File: config.mk
export PLATFORM = sky130hd
export DESIGN_NAME = dp_ctrl_sequencer
export DESIGN_NICKNAME = d
export VERILOG_FILES = /design/src/rtl/dp_ctrl_pkg.sv /design/src/rtl/dp_ctrl_rep_counter.sv /design/src/rtl/dp_ctrl_sequencer.sv
export SDC_FILE = /design/constraint.sdc
export NUM_CORES = 1
export LEC_CHECK = 0
export ABC_CLOCK_PERIOD_IN_PS = 1500
export CAP_MARGIN = 20
export CORE_ASPECT_RATIO = 1.4
export CORE_UTILIZATION = 37
export DETAILED_ROUTE_END_ITERATION = 8
export PLACE_DENSITY = 0.73
export SLEW_MARGIN = 20
export SYNTH_ARGS = -nofsm -noshare
export SYNTH_HDL_FRONTEND = slang
export SYNTH_SLANG_ARGS = --single-unit
File: constraint.sdc
create_clock -name clock -period 1.5 [get_ports clock]
set_input_delay 0.3 -clock clock [delete_from_list [all_inputs] [get_ports clock]]
set_output_delay 0.3 -clock clock [all_outputs]
set_load 0.03 [all_outputs]
File: src/rtl/dp_ctrl_pkg.sv
// Shared types and constants for the datapath control sequencer.
package dp_ctrl_pkg;

    localparam int unsigned DEFAULT_CNT_W = 4;
    localparam int unsigned IMM_W         = 8;
    localparam int unsigned OP_W          = 2;
    localparam int unsigned STATS_W       = 16;

    typedef enum logic [OP_W-1:0] {
        OP_NOP   = 2'b00,
        OP_LDA   = 2'b01,
        OP_MOVAB = 2'b10,
        OP_ADDB  = 2'b11
    } op_e;

    typedef enum logic [2:0] {
        ST_IDLE   = 3'd0,
        ST_LOAD_A = 3'd1,
        ST_MOVE   = 3'd2,
        ST_ADD_Z  = 3'd3,
        ST_WB_B   = 3'd4,
        ST_FIN    = 3'd5
    } state_e;

    // First working state entered when an operation is accepted.
    function automatic state_e entry_state(input op_e op);
        case (op)
            OP_LDA:   return ST_LOAD_A;
            OP_MOVAB: return ST_MOVE;
            OP_ADDB:  return ST_ADD_Z;
            default:  return ST_FIN;
        endcase
    endfunction

endpackage

File: src/rtl/dp_ctrl_rep_counter.sv
// ADDB pass counter: loads the requested repeat count (0 treated as 1) and
// counts down once per write-back; last_c marks the final pass.
module dp_ctrl_rep_counter
    import dp_ctrl_pkg::*;
#(
    parameter int unsigned CNT_W = DEFAULT_CNT_W
) (
    input  logic             clock,
    input  logic             clear,
    input  logic             load,
    input  logic [CNT_W-1:0] load_val,
    input  logic             dec,
    output logic             last_c
);

    logic [CNT_W-1:0] remaining;

    always_ff @(posedge clock or negedge clear) begin
        if (!clear) begin
            remaining <= '0;
        end else if (load) begin
            remaining <= (load_val == '0) ? CNT_W'(1) : load_val;
        end else if (dec && (remaining != '0)) begin
            remaining <= remaining - CNT_W'(1);
        end
    end

    assign last_c = (remaining <= CNT_W'(1));

endmodule

File: src/rtl/dp_ctrl_sequencer.sv
// Moore control sequencer for a three-register (RA/RB/RZ) bus datapath.
// Optional build macro DP_CTRL_STATS_EN adds a saturating op_count output.
module dp_ctrl_sequencer
    import dp_ctrl_pkg::*;
#(
    parameter int unsigned CNT_W = DEFAULT_CNT_W
) (
    input  logic             clock,
    input  logic             clear,
    input  logic             req_valid,
    output logic             req_ready,
    input  logic [OP_W-1:0]  req_op,
    input  logic [IMM_W-1:0] req_imm,
    input  logic [CNT_W-1:0] req_count,
    output logic             ra_in,
    output logic             rb_in,
    output logic             rz_in,
    output logic             ra_out,
    output logic             rb_out,
    output logic             rz_out,
    output logic [IMM_W-1:0] imm_out,
    output logic             busy,
    output logic             done
`ifdef DP_CTRL_STATS_EN
    ,
    output logic [STATS_W-1:0] op_count
`endif
);

    state_e state, state_next;
    logic   accept;
    logic   cnt_dec;
    logic   cnt_last;

    always_ff @(posedge clock or negedge clear) begin
        if (!clear) begin
            state <= ST_IDLE;
        end else begin
            state <= state_next;
        end
    end

    // Next state plus Moore decode of strobes/selects from the state register.
    always_comb begin
        state_next = state;
        accept     = 1'b0;
        cnt_dec    = 1'b0;
        req_ready  = 1'b0;
        busy       = 1'b1;
        ra_in      = 1'b0;
        rb_in      = 1'b0;
        rz_in      = 1'b0;
        ra_out     = 1'b0;
        rb_out     = 1'b0;
        rz_out     = 1'b0;
        done       = 1'b0;
        case (state)
            ST_IDLE: begin
                req_ready = 1'b1;
                busy      = 1'b0;
                if (req_valid) begin
                    accept     = 1'b1;
                    state_next = entry_state(op_e'(req_op));
                end
            end
            ST_LOAD_A: begin
                ra_in      = 1'b1;
                state_next = ST_FIN;
            end
            ST_MOVE: begin
                ra_out     = 1'b1;
                rb_in      = 1'b1;
                state_next = ST_FIN;
            end
            ST_ADD_Z: begin
                rb_out     = 1'b1;
                rz_in      = 1'b1;
                state_next = ST_WB_B;
            end
            ST_WB_B: begin
                rz_out     = 1'b1;
                rb_in      = 1'b1;
                cnt_dec    = 1'b1;
                state_next = cnt_last ? ST_FIN : ST_ADD_Z;
            end
            ST_FIN: begin
                done       = 1'b1;
                state_next = ST_IDLE;
            end
            default: begin
                state_next = ST_IDLE;
            end
        endcase
    end

    // Immediate is captured on every acceptance and held until the next one.
    always_ff @(posedge clock or negedge clear) begin
        if (!clear) begin
            imm_out <= '0;
        end else if (accept) begin
            imm_out <= req_imm;
        end
    end

    dp_ctrl_rep_counter #(
        .CNT_W (CNT_W)
    ) u_rep_counter (
        .clock    (clock),
        .clear    (clear),
        .load     (accept),
        .load_val (req_count),
        .dec      (cnt_dec),
        .last_c   (cnt_last)
    );

`ifdef DP_CTRL_STATS_EN
    always_ff @(posedge clock or negedge clear) begin
        if (!clear) begin
            op_count <= '0;
        end else if ((state == ST_FIN) && (op_count != {STATS_W{1'b1}})) begin
            op_count <= op_count + STATS_W'(1);
        end
    end
`endif

endmodule

Word-level counts from Yosys, hierarchy flattened
Cells that the tools add are included.
- div/mod/pow operators: 0
- shift-type cells: 0
- add/subtract/negate cells: 1
- bitwise operators: 0
- reduce and logical (&&, ||, !) cells: 7
- mux-type cells: 17
- $mul: 0
- $lt $le $gt $ge: 1
- equal/unequal tests: 9
- operators by type and width (cell ; number):
    $mux 4 ; 3
    $pmux 3 s4 ; 1
    $mux 1 ; 10
    $pmux 3 s3 ; 1
    $eq 3x2->1 const B ; 2
    $eq 3x3->1 const B ; 2
    $mux 3 ; 2
    $eq 2x2->1 const B ; 2
    $le 4x1->1 const B ; 1
    $logic_not 4->1 ; 1
    $reduce_bool 4->1 ; 1
    $reduce_or 2->1 ; 2
    $sub 4x1->4 const B ; 1
    $eq 3x1->1 const B ; 1
    $logic_not 3->1 ; 1
    $eq 2x1->1 const B ; 1
    $ne 2x2->1 const B ; 1
    $reduce_bool 2->1 ; 1
    $logic_and 1x1->1 ; 1
- latch bits: 0
- logic and storage cells: 38
- bits in registers: 15
- output and inout bits: 17
- memories: 0
- ROM bits: 0
- RAM bits: 0

Depth between registers and ports, before layout
Gate-level depths: netlist of run 1.
- word-level depth: 5
- gate-level depth with buffers: 5

Modules after synthesis
Synthesis of run 1 repeated with hierarchy kept, for this count alone.
- cell total of the unflattened synthesis: 79
- area, all modules: 888.4 µm²
- modules (own cells, without submodules) (module ; times used ; area each (µm²) ; sequential area each (µm²) ; cells an instance):
    dp_ctrl_sequencer ; 1 ; 599.3 ; 275.3 ; 46
    dp_ctrl_rep_counter ; 1 ; 289.0 ; 100.1 ; 33

Worst setup path before layout of run 1
OpenSTA, ideal clock, no wires.
- path type: register to output
- start point: register state[2]
- end point: output port req_ready
- data arrival time: 1373 ps
- slack: -173 ps
- stages on the path, launching flop included: 4
- cell sequence: dfrtp_1 clkbuf_1 or3_1 inv_1
- cells in the longest elaborated chain, start to end: 2
- ends and longest elaborated chain (item ; RTL line ; RTL):
    start, declared ; dp_ctrl_sequencer.sv:30 ; state_e state, state_next;
    start signal, assigned ; dp_ctrl_sequencer.sv:39 ; state <= state_next;
    $logic_not 3->1 ; dp_ctrl_sequencer.sv:57 ; case (state)
    $mux 1 ; dp_ctrl_sequencer.sv:57 ;
    end, declared ; dp_ctrl_sequencer.sv:11 ; output logic req_ready,
Every way passes these cells.

Worst setup path after layout of run 1
- start point: register state[1]
- end point: register u_rep_counter.remaining[2]
- cells in the longest elaborated chain, start to end: 4
- elaborated cells between the ends (all ways): 7
- those cells by class: 1 x eq/ne; 3 x mux; 3 x reduce/logical
- ends and longest elaborated chain (item ; RTL line ; RTL):
    $eq 3x3->1 ; dp_ctrl_sequencer.sv:57 ;
    $mux 1 ; dp_ctrl_sequencer.sv:57 ;
    $logic_and 1x1->1 ; dp_ctrl_rep_counter.sv:23 ; end else if (dec && (remaining != '0)) begin
    $reduce_bool 2->1 (no source line) ; n/a ;
    end signal, assigned ; dp_ctrl_rep_counter.sv:22 ; remaining <= (load_val == '0) ? CNT_W'(1) : load_val;
    end signal, assigned ; dp_ctrl_rep_counter.sv:24 ; remaining <= remaining - CNT_W'(1);
    end, declared ; dp_ctrl_rep_counter.sv:16 ; logic [CNT_W-1:0] remaining;
Several ways; a longest one is shown, not always the timed one.
A chain may end at the register's enable or synchronous reset.

==> impl_metrics.tcl, run 1 <==
set metrics [dict create \
    dieArea_um2 2420 \
    track_usage_pct 20.5 \
    chipWidth_um 41.9 \
    ctsHtreeMaxLevel 1 \
    cp-end-kind "flip-flop" \
    core_um2 2020 \
    rr_endpoint "u_rep_counter.remaining[2]" \
    die_h_um 57.9 \
    startpoint_type "flip-flop" \
    p_sw_mw 1.64 \
    p_int_mw 1.98 \
    relSlewSlack_pct 77.9 \
    std_cell_rows 19 \
    routedWlPerCell_um 14.1 \
    crit_start "state[1]" \
    nNetsFinal 171 \
    cts_tree "done" \
    drc 0 \
    fmax_ghz 0.582 \
    seqPwrFrac_pct 21.8 \
    min_period_ns 1.72 \
    synthesis.nets 114 \
    cp_data_arrival_time_ns 1.94 \
    cts_buffers 3 \
    hpwl_mm 1.64 \
    avgSynthCellArea_um2 8.77 \
    vias_per_cell 5.11 \
    reg2reg_depth 5 \
    p_leak_nw 0.742 \
    antenna_found_initial 0 \
    dr.pass1.iters 3 \
    syn_area_um2 825 \
    drive_above_1_share_pct 42.7 \
    clockPowerShare_pct 6.2 \
    ctsHoldBuffers 0 \
    cts_root_buffer "clkbuf_4" \
    power_frac_comb_pct 72.0 \
    required_ns 1.72 \
    swShare_pct 45.3 \
    place_ws_ns -0.468 \
    syn_to_final_growth_pct 87.6 \
    worst-setup-path-type "reg -> reg" \
    timing.rr.start "state[1]" \
    grt_overflow 0 \
    fin_skew_ns 0.00489 \
    cts_max_path_buffers 2 \
    layout_worst_path_cycle_share_pct 115 \
    ff2ff_setup_slack_ns -0.22 \
    io_pins 34 \
    first_global_vias 897 \
    grt_max_degree 16 \
    p_per_area_nw_per_um2 2340 \
    slew_violations 0 \
    gp_congestion 0.812 \
    worst_slack_ns -0.219 \
    antenna_left 0 \
    yosys_register_bits 15 \
    status "complete, but fails checks" \
    violations "setup timing" \
    antenna_cells 0 \
    drv_cap 0 \
    io_buffers 33 \
    hold_violations 0 \
    setup_tns_ns -2.00 \
    synthDistinctLibCells 31 \
    start_util_pct 40.8 \
    irDropWorstVdd_uv 1410 \
    hp-class "in -> async" \
    p_total_mw 3.62 \
    drt-total-wl_mm 2.41 \
    crit_path_end "u_rep_counter.remaining[2]" \
    syn_inst 94 \
    vias 873 \
    cts_sinks 15 \
    fin_util_pct 76.5 \
    dpl.cell_count 157 \
    fin_cells 171 \
    critPathMaxFanout 3 \
    setup_violations 22 \
    yosys_warnings 0 \
    worst_pin_slew_ns 0.331 \
    rsz0062_at_grt "true" \
    grt_first_pass_wirelength_mm 3.86 \
    clk_latency_ns 0.28 \
    ys_seq_area_share_pct 45.5 \
    clk_pin_slew_ns 0.09 \
    drt_iter0_drc 11 \
]
[how the worst min path moves through the flow]
stage               startpoint                         end  slack [ns]  cells past startpoint
finish                   clear  u_rep_counter.remaining[3]        0.33                      2
floorplan                clear                  imm_out[0]       0.004                      0
detailed placement  imm_out[5]                  imm_out[5]        0.46                      2
CTS                      clear                  imm_out[6]        0.33                      2
global placement    imm_out[2]                  imm_out[2]        0.46                      2
global route             clear  u_rep_counter.remaining[3]        0.34                      2
[metrics by stage]
| step | hold WS, ns | cell area (um2) |
|---|---|---|
| after floorplan | 0.00441 | 841 |
| after global placement | 0.458 | 1280 |
| after detailed placement | 0.461 | 1280 |
| after CTS | 0.327 | 1450 |
| after global routing | 0.340 | 1550 |
| final | 0.333 | 1550 |
[sequential cells by signal, indices dropped and copies added (netlist names)]
name	cells
imm_out	8
state	3
u_rep_counter.remaining	4
[logic make-up (layout without fill, tap and decap cells)]
| kind of cell | count (synthesis) | in the layout | synth area share, % |
|---|---|---|---|
| compound gates | 12 | 12 | 10.0 |
| xor+xnor | 1 | 1 | 1.06 |
| fa+ha+maj | 4 | 4 | 5.77 |
| buf+inv | 13 | 69 | 6.98 |
| flops | 15 | 15 | 45.5 |
| simple gates | 49 | 49 | 30.7 |
[timing repair]
item                                    in CTS  in global routing
endpoints found under the setup margin      29                 21
gates resized for setup                     41                 17
buffers inserted                             7                  6
pin swaps                                   18                  8
[Yosys cell counts]
library cell | count | share of area (%)
ha_1 | 3 | 4.6
nor4_1 | 1 | 0.76
buf_2 | 3 | 1.8
o211ai_1 | 1 | 0.91
o221ai_1 | 1 | 1.1
a21oi_1 | 1 | 0.61
xnor2_1 | 1 | 1.1
or4b_2 | 1 | 1.2
o31ai_1 | 1 | 0.91
or4_1 | 1 | 0.91
nand3b_1 | 2 | 1.8
and3b_1 | 2 | 2.1
a32oi_1 | 2 | 2.1
a211oi_1 | 2 | 1.8
dfrtp_1 | 15 | 46
buf_4 | 1 | 0.91
maj3_1 | 1 | 1.2
nand3_1 | 3 | 1.8
nor4b_1 | 1 | 1.1
nand2b_1 | 1 | 0.76
o22ai_1 | 1 | 0.76
nor3b_1 | 3 | 2.7
o21ai_0 | 3 | 1.8
or3b_1 | 1 | 1.1
nor3_1 | 1 | 0.61
or3_1 | 4 | 3.0
nor2_1 | 3 | 1.4
clkbuf_2 | 1 | 0.61
nand2_1 | 25 | 11
inv_1 | 6 | 2.7
clkbuf_1 | 2 | 0.91
[layer usage]
| metal | up-vias | share of wire, % | track usage [%] |
|---|---|---|---|
| met5 | - | 0 | 0 |
| met4 | 0 | 1.2 | 9.22 |
| met3 | 4 | 4.1 | 3.12 |
| met2 | 33 | 55 | 36.8 |
| met1 | 404 | 40 | 23.8 |
| li1 | 432 | - | - |
[power by group through the flow]
stage	Combinational, mW	Clock [mW]	Sequential [mW]
floorplan	0.959	0	0.927
global route	2.78	0.252	0.817
CTS	2.29	0.229	0.771
detailed placement	2.00	0	0.745
finish	2.61	0.224	0.791
global placement	1.95	0	0.744
[worst max-delay path: stages, from the launching register on]
cell	delay [ns]
dfrtp_1	0.42
buf_6	0.13
or3b_4	0.39
buf_4	0.16
or4_4	0.48
nand3_2	0.08
[final cells by class]
class,instances,area [um2]
repair buffers,59,573
multi-input cells,66,522
fillers,155,474
flip-flops and latches,15,375
well taps,21,26.3
clock buffers,3,22.5
inverters,6,22.5
clock inverters,1,5.00
[layout by cell type (no fill, tap or decap), drive strengths merged, types with 3 or more instances in the layout]
cell type,synthesis,layout
dfrtp,15,15
clkdlybuf4s50,0,16
ha,3,3
nor2,3,3
nor3b,3,3
buf,4,35
inv,6,6
nand2,25,25
dlygate4sd2,0,8
o21ai,3,3
or3,4,4
clkbuf,3,3
nand3,3,3
No activity file was read; power rests on OpenSTA's default activity.
==> inputs of run 2 (changes only) <==
CTS_CLUSTER_DIAMETER = 60   (was default)
==> results of run 2 <==
The final DEF is identical to that of run 1; final timing and power are the same.
==> inputs of run 3 (changes only) <==
CAP_MARGIN = default   (was 20)
CTS_CLUSTER_SIZE = 30   (was default)
==> results of run 3 <==
The final DEF is identical to that of run 1; final timing and power are the same.
